===== src/rtl/button_gesture.sv =====
// Gesture classifier: turns debounced press/release pulses into short, long,
// double and auto-repeat event strobes.
module button_gesture #(
    parameter int LONG_CYCLES   = 25000000,
    parameter int DBL_CYCLES    = 15000000,
    parameter int REPEAT_CYCLES = 5000000,
    parameter int CNT_W         = 25
) (
    input  logic clk,
    input  logic rst,
    input  logic moment_of_press,
    input  logic moment_of_depress,
    output logic short_press,
    output logic long_press,
    output logic double_press,
    output logic repeat_tick,
    output logic gesture_active
);

    // state     | meaning
    // IDLE      | no gesture in progress
    // HELD1     | first press held, timing towards long press
    // WAIT2     | released, timing the double-press window
    // HELD2     | second press held, untimed
    // LONG_HELD | long press in progress, emitting repeat ticks
    typedef enum logic [2:0] {
        IDLE,
        HELD1,
        WAIT2,
        HELD2,
        LONG_HELD
    } state_t;

    state_t           state_q, state_d;
    logic [CNT_W-1:0] cnt_q, cnt_d;
    logic             short_q, short_d;
    logic             long_q, long_d;
    logic             dbl_q, dbl_d;
    logic             rep_q, rep_d;
    logic             active_q;
    logic             press_v;

    // A simultaneous press and release is treated as a release only.
    assign press_v = moment_of_press & ~moment_of_depress;

    always_comb begin
        state_d = state_q;
        cnt_d   = cnt_q + CNT_W'(1);
        short_d = 1'b0;
        long_d  = 1'b0;
        dbl_d   = 1'b0;
        rep_d   = 1'b0;
        case (state_q)
            IDLE: begin
                cnt_d = '0;
                if (press_v) state_d = HELD1;
            end
            HELD1: begin
                if (moment_of_depress) begin
                    state_d = WAIT2;
                    cnt_d   = '0;
                end else if (cnt_q == CNT_W'(LONG_CYCLES - 1)) begin
                    state_d = LONG_HELD;
                    cnt_d   = '0;
                    long_d  = 1'b1;
                end
            end
            WAIT2: begin
                if (press_v) begin
                    state_d = HELD2;
                    cnt_d   = '0;
                    dbl_d   = 1'b1;
                end else if (cnt_q == CNT_W'(DBL_CYCLES - 1)) begin
                    state_d = IDLE;
                    cnt_d   = '0;
                    short_d = 1'b1;
                end
            end
            HELD2: begin
                cnt_d = '0;
                if (moment_of_depress) state_d = IDLE;
            end
            LONG_HELD: begin
                if (moment_of_depress) begin
                    state_d = IDLE;
                    cnt_d   = '0;
                end else if (cnt_q == CNT_W'(REPEAT_CYCLES - 1)) begin
                    cnt_d = '0;
                    rep_d = 1'b1;
                end
            end
            default: begin
                state_d = IDLE;
                cnt_d   = '0;
            end
        endcase
    end

    always_ff @(posedge clk or posedge rst) begin
        if (rst) begin
            state_q  <= IDLE;
            cnt_q    <= '0;
            short_q  <= 1'b0;
            long_q   <= 1'b0;
            dbl_q    <= 1'b0;
            rep_q    <= 1'b0;
            active_q <= 1'b0;
        end else begin
            state_q  <= state_d;
            cnt_q    <= cnt_d;
            short_q  <= short_d;
            long_q   <= long_d;
            dbl_q    <= dbl_d;
            rep_q    <= rep_d;
            active_q <= (state_d != IDLE);
        end
    end

    assign short_press    = short_q;
    assign long_press     = long_q;
    assign double_press   = dbl_q;
    assign repeat_tick    = rep_q;
    assign gesture_active = active_q;

endmodule


===== config.mk =====
export PLATFORM = sky130hd
export DESIGN_NAME = button_gesture
export DESIGN_NICKNAME = d
export VERILOG_FILES = /design/src/rtl/button_gesture.sv
export SDC_FILE = /design/constraint.sdc
export NUM_CORES = 1
export LEC_CHECK = 0
export BUFFER_PORTS_ARGS = -buffer_cell sky130_fd_sc_hd__buf_2
export CAP_MARGIN = 5
export CORE_UTILIZATION = 36
export CTS_CLUSTER_SIZE = 8
export DETAILED_ROUTE_END_ITERATION = 12
export PLACE_DENSITY = 0.59
export SETUP_SLACK_MARGIN = 0.3
export SLEW_MARGIN = 5
export SYNTH_ARGS = -nofsm -noshare
export SYNTH_HDL_FRONTEND = slang
export SYNTH_SLANG_ARGS = --single-unit

===== constraint.sdc =====
create_clock -name clk -period 2.4 [get_ports clk]
set_clock_uncertainty 0.05 [all_clocks]
set_input_delay 0.24 -clock clk [delete_from_list [all_inputs] [get_ports clk]]
set_output_delay 0.24 -clock clk [all_outputs]
set_load 0.02 [all_outputs]

==> impl_metrics.tcl, run 1 <==
set metrics [dict create \
    syn_area_per_cell_um2 10.0 \
    dr_total_vias 1363 \
    initialDrtViolationCount 63 \
    num_antenna_cells 0 \
    holdBufCountCts 0 \
    holdCritPathClass "in2async" \
    slew_viol_final 0 \
    crit_required_ns 2.52 \
    synth-edff-count 0 \
    dr.pass1.iters 4 \
    layout-drive-gt1-share_pct 29.9 \
    powerDensity_nw_per_um2 562 \
    crit_arrival_ns 2.21 \
    maxCapViolCount 0 \
    globalRouteOverflowTotal 0 \
    final_area_um2 2150 \
    track_usage_pct 16.0 \
    ys_ff_latch 33 \
    die_w_um 72.3 \
    die_h_um 72.3 \
    layout_setup_ws_ns 0.318 \
    slew_headroom_pct 70.9 \
    cts_tree "built" \
    synthFlopType "dfrtp_1" \
    synthArstFlopShare_pct 100 \
    cp_cell_sequence "or3_4, nor4b_4, nand4_1, a211oi_4, buf_6, clkbuf_16, nor2_2" \
    finalSetupViolCount 0 \
    start_util_pct 37.6 \
    synthToLayoutAreaGrowth_pct 21.1 \
    grt_pass1_vias 1304 \
    netlist_instances 177 \
    status "finished with violations" \
    timing.hold.ws_ns -0.0224 \
    rsz0062_at_grt "true" \
    syn_nets 182 \
    r2r_cells 7 \
    routed_wl_um 3780 \
    cpPeakStageDelay_ns 0.42 \
    cp_max_fo 6 \
    vdd_drop_max_mv 0.333 \
    vias_per_cell 5.03 \
    drc 0 \
    clock_path_buffers 2 \
    antenna_found_initial 0 \
    violations "hold timing" \
    end_kind "flip-flop" \
    pin_count 9 \
    worst_path_max_delay_cell "dfrtp_2" \
    fin_util_pct 45.5 \
    num_rows 25 \
    coreArea_um2 4720 \
    preCtsSetupSlack_ns 0.194 \
    placed_area_um2 1930 \
    path_class "reg2reg" \
    power_w 0.00121 \
    layout.nets 208 \
    period_minus_slack_ns 2.08 \
    tightest_slew_ns 0.433 \
    path_clk_slew_ns 0.06 \
    ant_nets 0 \
    numClockSinks 33 \
    grt_max_degree 34 \
    reg2reg_slack_ns 0.32 \
    cts_buffers 5 \
    finalHoldViolCount 31 \
    dieArea_um2 5220 \
    start_kind "flip-flop" \
    gp_congestion 0.845 \
    hpwlAfterDp_um 2460 \
    fmax_mhz 480 \
    yosys_warnings 0 \
    numPortBuffers 8 \
    final_cell_mix "dfrtp_1, nor2_2, xnor2_1" \
    netlist_area_um2 1780 \
    clk_latency_ns 0.28 \
    p_leak_nw 0.800 \
    ys_types 36 \
    wl_per_cell_um 14.0 \
    final.setup.tns_ns 0 \
    fin_crit_sh_pct 86.8 \
    final_common_cell "dfrtp_1" \
    seq_area_frac_synth_pct 46.5 \
    h-tree-depth 2 \
    grt_first_pass_wirelength_um 6210 \
    root_buffer "clkbuf_8" \
]
state kept, by name (all words and copies together), names as in the netlist:
| name | flops |
|---|---|
| repeat_tick | 1 |
| cnt_q | 25 |
| double_press | 1 |
| long_press | 1 |
| state_q | 3 |
| short_press | 1 |
| gesture_active | 1 |
final timing paths:
check / startpoint / end
max reg2reg: cnt_q[6] / cnt_q[17]
min in group clk: moment_of_depress / state_q[0]
min: rst / double_press
max: cnt_q[6] / cnt_q[17]
min reg2reg: cnt_q[0] / cnt_q[0]
max in group asynchronous: rst / cnt_q[6]
worst max-delay path, delay by kind of cell, from the launching register on:
family,cells,cell delay [ns]
AOI/OAI and AO/OA,1,0.26
buffers and inverters,2,0.33
and+or+nand+nor,4,0.90
DFF,1,0.42
what timing repair did:
| action | CTS | global route |
|---|---|---|
| pin swaps | 3 | 9 |
| setup buffers | 1 | 6 |
| endpoints found under the setup margin | 25 | 25 |
| gates cloned | 1 | 1 |
| gates resized for setup | 4 | 6 |
synthesized netlist by cell type (all sizes together) (3+ instances only):
master	instances	area [um2]
nor3	10	55.1
nand2b	3	18.8
nand4	5	31.3
and4	4	35.0
nand2	9	33.8
nor4	6	52.6
xor2	6	52.6
nor2	36	185
inv	5	18.8
dfrtp	33	826
nand3	15	75.1
xnor2	17	149
nor2b	4	25.0
power breakdown:
group | internal [W] | switching [W] | leakage [nW]
combinational | 0.0000994 | 0.000119 | 0.309
clock | 0.000206 | 0.000186 | 0.0395
sequential | 0.000576 | 0.0000217 | 0.451
layer usage:
layer	routed length, um	part of all wire [%]	up-vias	GRT usage [%]
met5	0	0	-	0
met4	84	2.2	0	7.84
met3	143	3.8	10	3.89
met2	1800	48	28	25.9
met1	1750	46	662	20.1
li1	-	-	663	-
kinds of logic after synthesis:
| family | after synthesis | synth area share [%] |
|---|---|---|
| AOI/OAI and AO/OA | 7 | 3.52 |
| xor gates and xnor gates | 23 | 11.3 |
| and+or+nand+nor | 103 | 34.6 |
| muxes | 1 | 0.563 |
| adders and majority gates | 1 | 0.704 |
| DFF | 33 | 46.5 |
| buffers and inverters | 9 | 2.75 |
stage by stage:
step	hold WS (ns)	cells
final	-0.0224	271
after global routing	0.0424	271
after CTS	0.000414	264
after detailed placement	0.311	254
after global placement	0.303	254
after floorplan	0.263	177
cell type report:
class	instances	area [um2]
Timing Repair Buffer	23	206
Sequential cell	33	827
Inverter	5	18.8
Clock buffer	8	80.1
Tap cell	67	83.8
Fill cell	454	2570
Multi-Input combinational cell	135	935
(Power assumes the default switching activity.)
==> run 2: changes to the inputs <==
==> config.mk (replaced) <==
export PLATFORM = sky130hd
export DESIGN_NAME = button_gesture
export DESIGN_NICKNAME = d
export VERILOG_FILES = /design/src/rtl/button_gesture.sv
export SDC_FILE = /design/constraint.sdc
export NUM_CORES = 1
export LEC_CHECK = 0
export BUFFER_PORTS_ARGS = -buffer_cell sky130_fd_sc_hd__clkbuf_2
export CAP_MARGIN = 5
export CELL_PAD_IN_SITES_DETAIL_PLACEMENT = 1
export CELL_PAD_IN_SITES_GLOBAL_PLACEMENT = 2
export CORE_UTILIZATION = 36
export CTS_CLUSTER_SIZE = 8
export DETAILED_ROUTE_END_ITERATION = 12
export PLACE_DENSITY = 0.8
export SETUP_SLACK_MARGIN = 0.1
export SLEW_MARGIN = 5
export SYNTH_ARGS = -nofsm -noshare
export SYNTH_HDL_FRONTEND = slang
export SYNTH_SLANG_ARGS = --single-unit
==> run 2 against run 1 <==
Against the previous run: the flow now finishes without violations; flip-flop and latch count stayed put; critical endpoint is now cnt_q[23]; hold slack better by 0.19 ns; combinational power down 32%; total power down 4.8%; largest cell class unchanged.
==> impl_metrics.tcl, run 2 (synthesis results as in run 1) <==
set metrics [dict create \
    r2r_end "cnt_q[23]" \
    dr_total_vias 1367 \
    coreArea_um2 4720 \
    preCtsSetupSlack_ns 0.249 \
    gp_congestion 0.833 \
    slew_viol_final 0 \
    timing.hold.ws_ns 0.169 \
    fin_util_pct 42.7 \
    antenna_found_initial 0 \
    final.setup.tns_ns 0 \
    multiInputGateArea_um2 908 \
    finalHoldViolCount 0 \
    globalRouteOverflowTotal 0 \
    path_clk_slew_ns 0.07 \
    final.fill_count 542 \
    root_buffer "clkbuf_8" \
    routed_wl_um 4270 \
    dr.pass1.iters 4 \
    reg2reg_slack_ns 0.18 \
    powerDensity_nw_per_um2 570 \
    holdPathEnd "state_q[0]" \
    layout.nets 200 \
    vias_per_cell 5.20 \
    h-tree-depth 2 \
    path_class "reg2reg" \
    p_leak_nw 0.742 \
    num_rows 25 \
    final_common_cell "dfrtp_1" \
    fmax_mhz 451 \
    r2r_cells 6 \
    status "finished clean" \
    num_antenna_cells 0 \
    seqCellArea_um2 826 \
    holdCritPathClass "in2reg" \
    track_usage_pct 19.0 \
    finalSetupViolCount 0 \
    grt_max_degree 34 \
    synthToLayoutAreaGrowth_pct 13.6 \
    dieArea_um2 5220 \
    pin_count 9 \
    cts_tree "built" \
    start_kind "flip-flop" \
    cp_max_fo 11 \
    slew_headroom_pct 66.5 \
    reg2reg_from "cnt_q[6]" \
    crit_required_ns 2.52 \
    largest_reg_flops 25 \
    grt_pass1_vias 1479 \
    period_minus_slack_ns 2.22 \
    wl_per_cell_um 16.2 \
    rsz0062_at_grt "false" \
    hp-start "moment_of_depress" \
    hpwlAfterDp_um 3180 \
    numClockSinks 33 \
    die_w_um 72.3 \
    hold_depth 2 \
    clk_latency_ns 0.29 \
    clock_path_buffers 2 \
    reg_top3 "cnt_q x25, state_q x3" \
    layout-drive-gt1-share_pct 25.5 \
    crit_arrival_ns 2.34 \
    top_register "cnt_q" \
    start_util_pct 37.6 \
    end_kind "flip-flop" \
    tightest_slew_ns 0.498 \
    drc 0 \
    numPortBuffers 8 \
    die_h_um 72.3 \
    grt_first_pass_wirelength_um 7260 \
    cts_buffers 5 \
    ant_nets 0 \
    final_cell_mix "dfrtp_1, nor2_2, xnor2_1" \
    initialDrtViolationCount 52 \
    fin_crit_sh_pct 92.4 \
    maxCapViolCount 0 \
    layout_setup_ws_ns 0.182 \
    vdd_drop_max_mv 0.205 \
]
## run 2: changes by cell type in the layout (fill, tap and decap cells not counted), moves of 2 or more
| cell | previous run | this run |
|---|---|---|
| nor2_4 | 3 | 0 |
| buf_2 | 8 | 0 |
| clkbuf_2 | 0 | 8 |
| clkbuf_1 | 3 | 1 |
| nor2_1 | 14 | 16 |
| clkinv_2 | 0 | 2 |
| buf_4 | 11 | 5 |
## run 2: final cells by class
type | instances | area share, %
Clock buffer | 6 | 3.60
Clock inverter | 2 | 0.496
Inverter | 5 | 0.930
Multi-Input combinational cell | 135 | 45.0
Sequential cell | 33 | 40.9
Tap cell | 67 | 4.15
Timing Repair Buffer | 15 | 4.90
## run 2: per-layer routing
metal,track usage (%),routed length (um)
met1,22.0,1850
met2,32.6,2180
met3,5.00,141
met4,8.93,99
met5,0,0
## run 2: report_power, final
| group | switching (W) | leakage, nW | total, W | internal, W |
|---|---|---|---|---|
| Clock | 0.000201 | 0.0450 | 0.000402 | 0.000201 |
| Combinational | 0.0000986 | 0.244 | 0.000150 | 0.0000519 |
| Sequential | 0.0000221 | 0.453 | 0.000598 | 0.000576 |
| Total | 0.000322 | 0.742 | 0.00115 | 0.000829 |
## run 2: repair_timing
action,in CTS,in global routing
gates resized for setup,0,2
setup endpoints to repair,0,25
setup buffers,0,0
hold endpoints to repair,33,0
hold buffers,1,0
## run 2: worst max-delay path by stage
| stage | endpoint | from | depth (start not counted) | slack (ns) |
|---|---|---|---|---|
| final | cnt_q[23] | cnt_q[6] | 6 | 0.18 |
| after detailed placement | cnt_q[12] | cnt_q[6] | 6 | 0.25 |
| after floorplan | cnt_q[5] | cnt_q[0] | 8 | 0.22 |
| after global routing | cnt_q[23] | cnt_q[6] | 6 | 0.11 |
| after CTS | cnt_q[12] | cnt_q[16] | 6 | 0.15 |
| after global placement | cnt_q[9] | cnt_q[6] | 6 | 0.33 |
## run 2: stage by stage
step / cells / power, W / cell area, um2
6_report: 263 / 0.00115 / 2020
5_1_grt: 263 / 0.00120 / 2020
4_1_cts: 263 / 0.00117 / 2010
3_5_place_dp: 254 / 0.000757 / 1920
3_3_place_gp: 254 / 0.000748 / 1920
2_1_floorplan: 177 / 0.000718 / 1780
## run 2: worst max-delay path, stage by stage, from the launching register on
cell	delay, ns
dfrtp_1	0.44
or3_4	0.42
nor4b_4	0.26
nand4_1	0.24
a211oi_4	0.34
buf_4	0.28
nor2_1	0.08
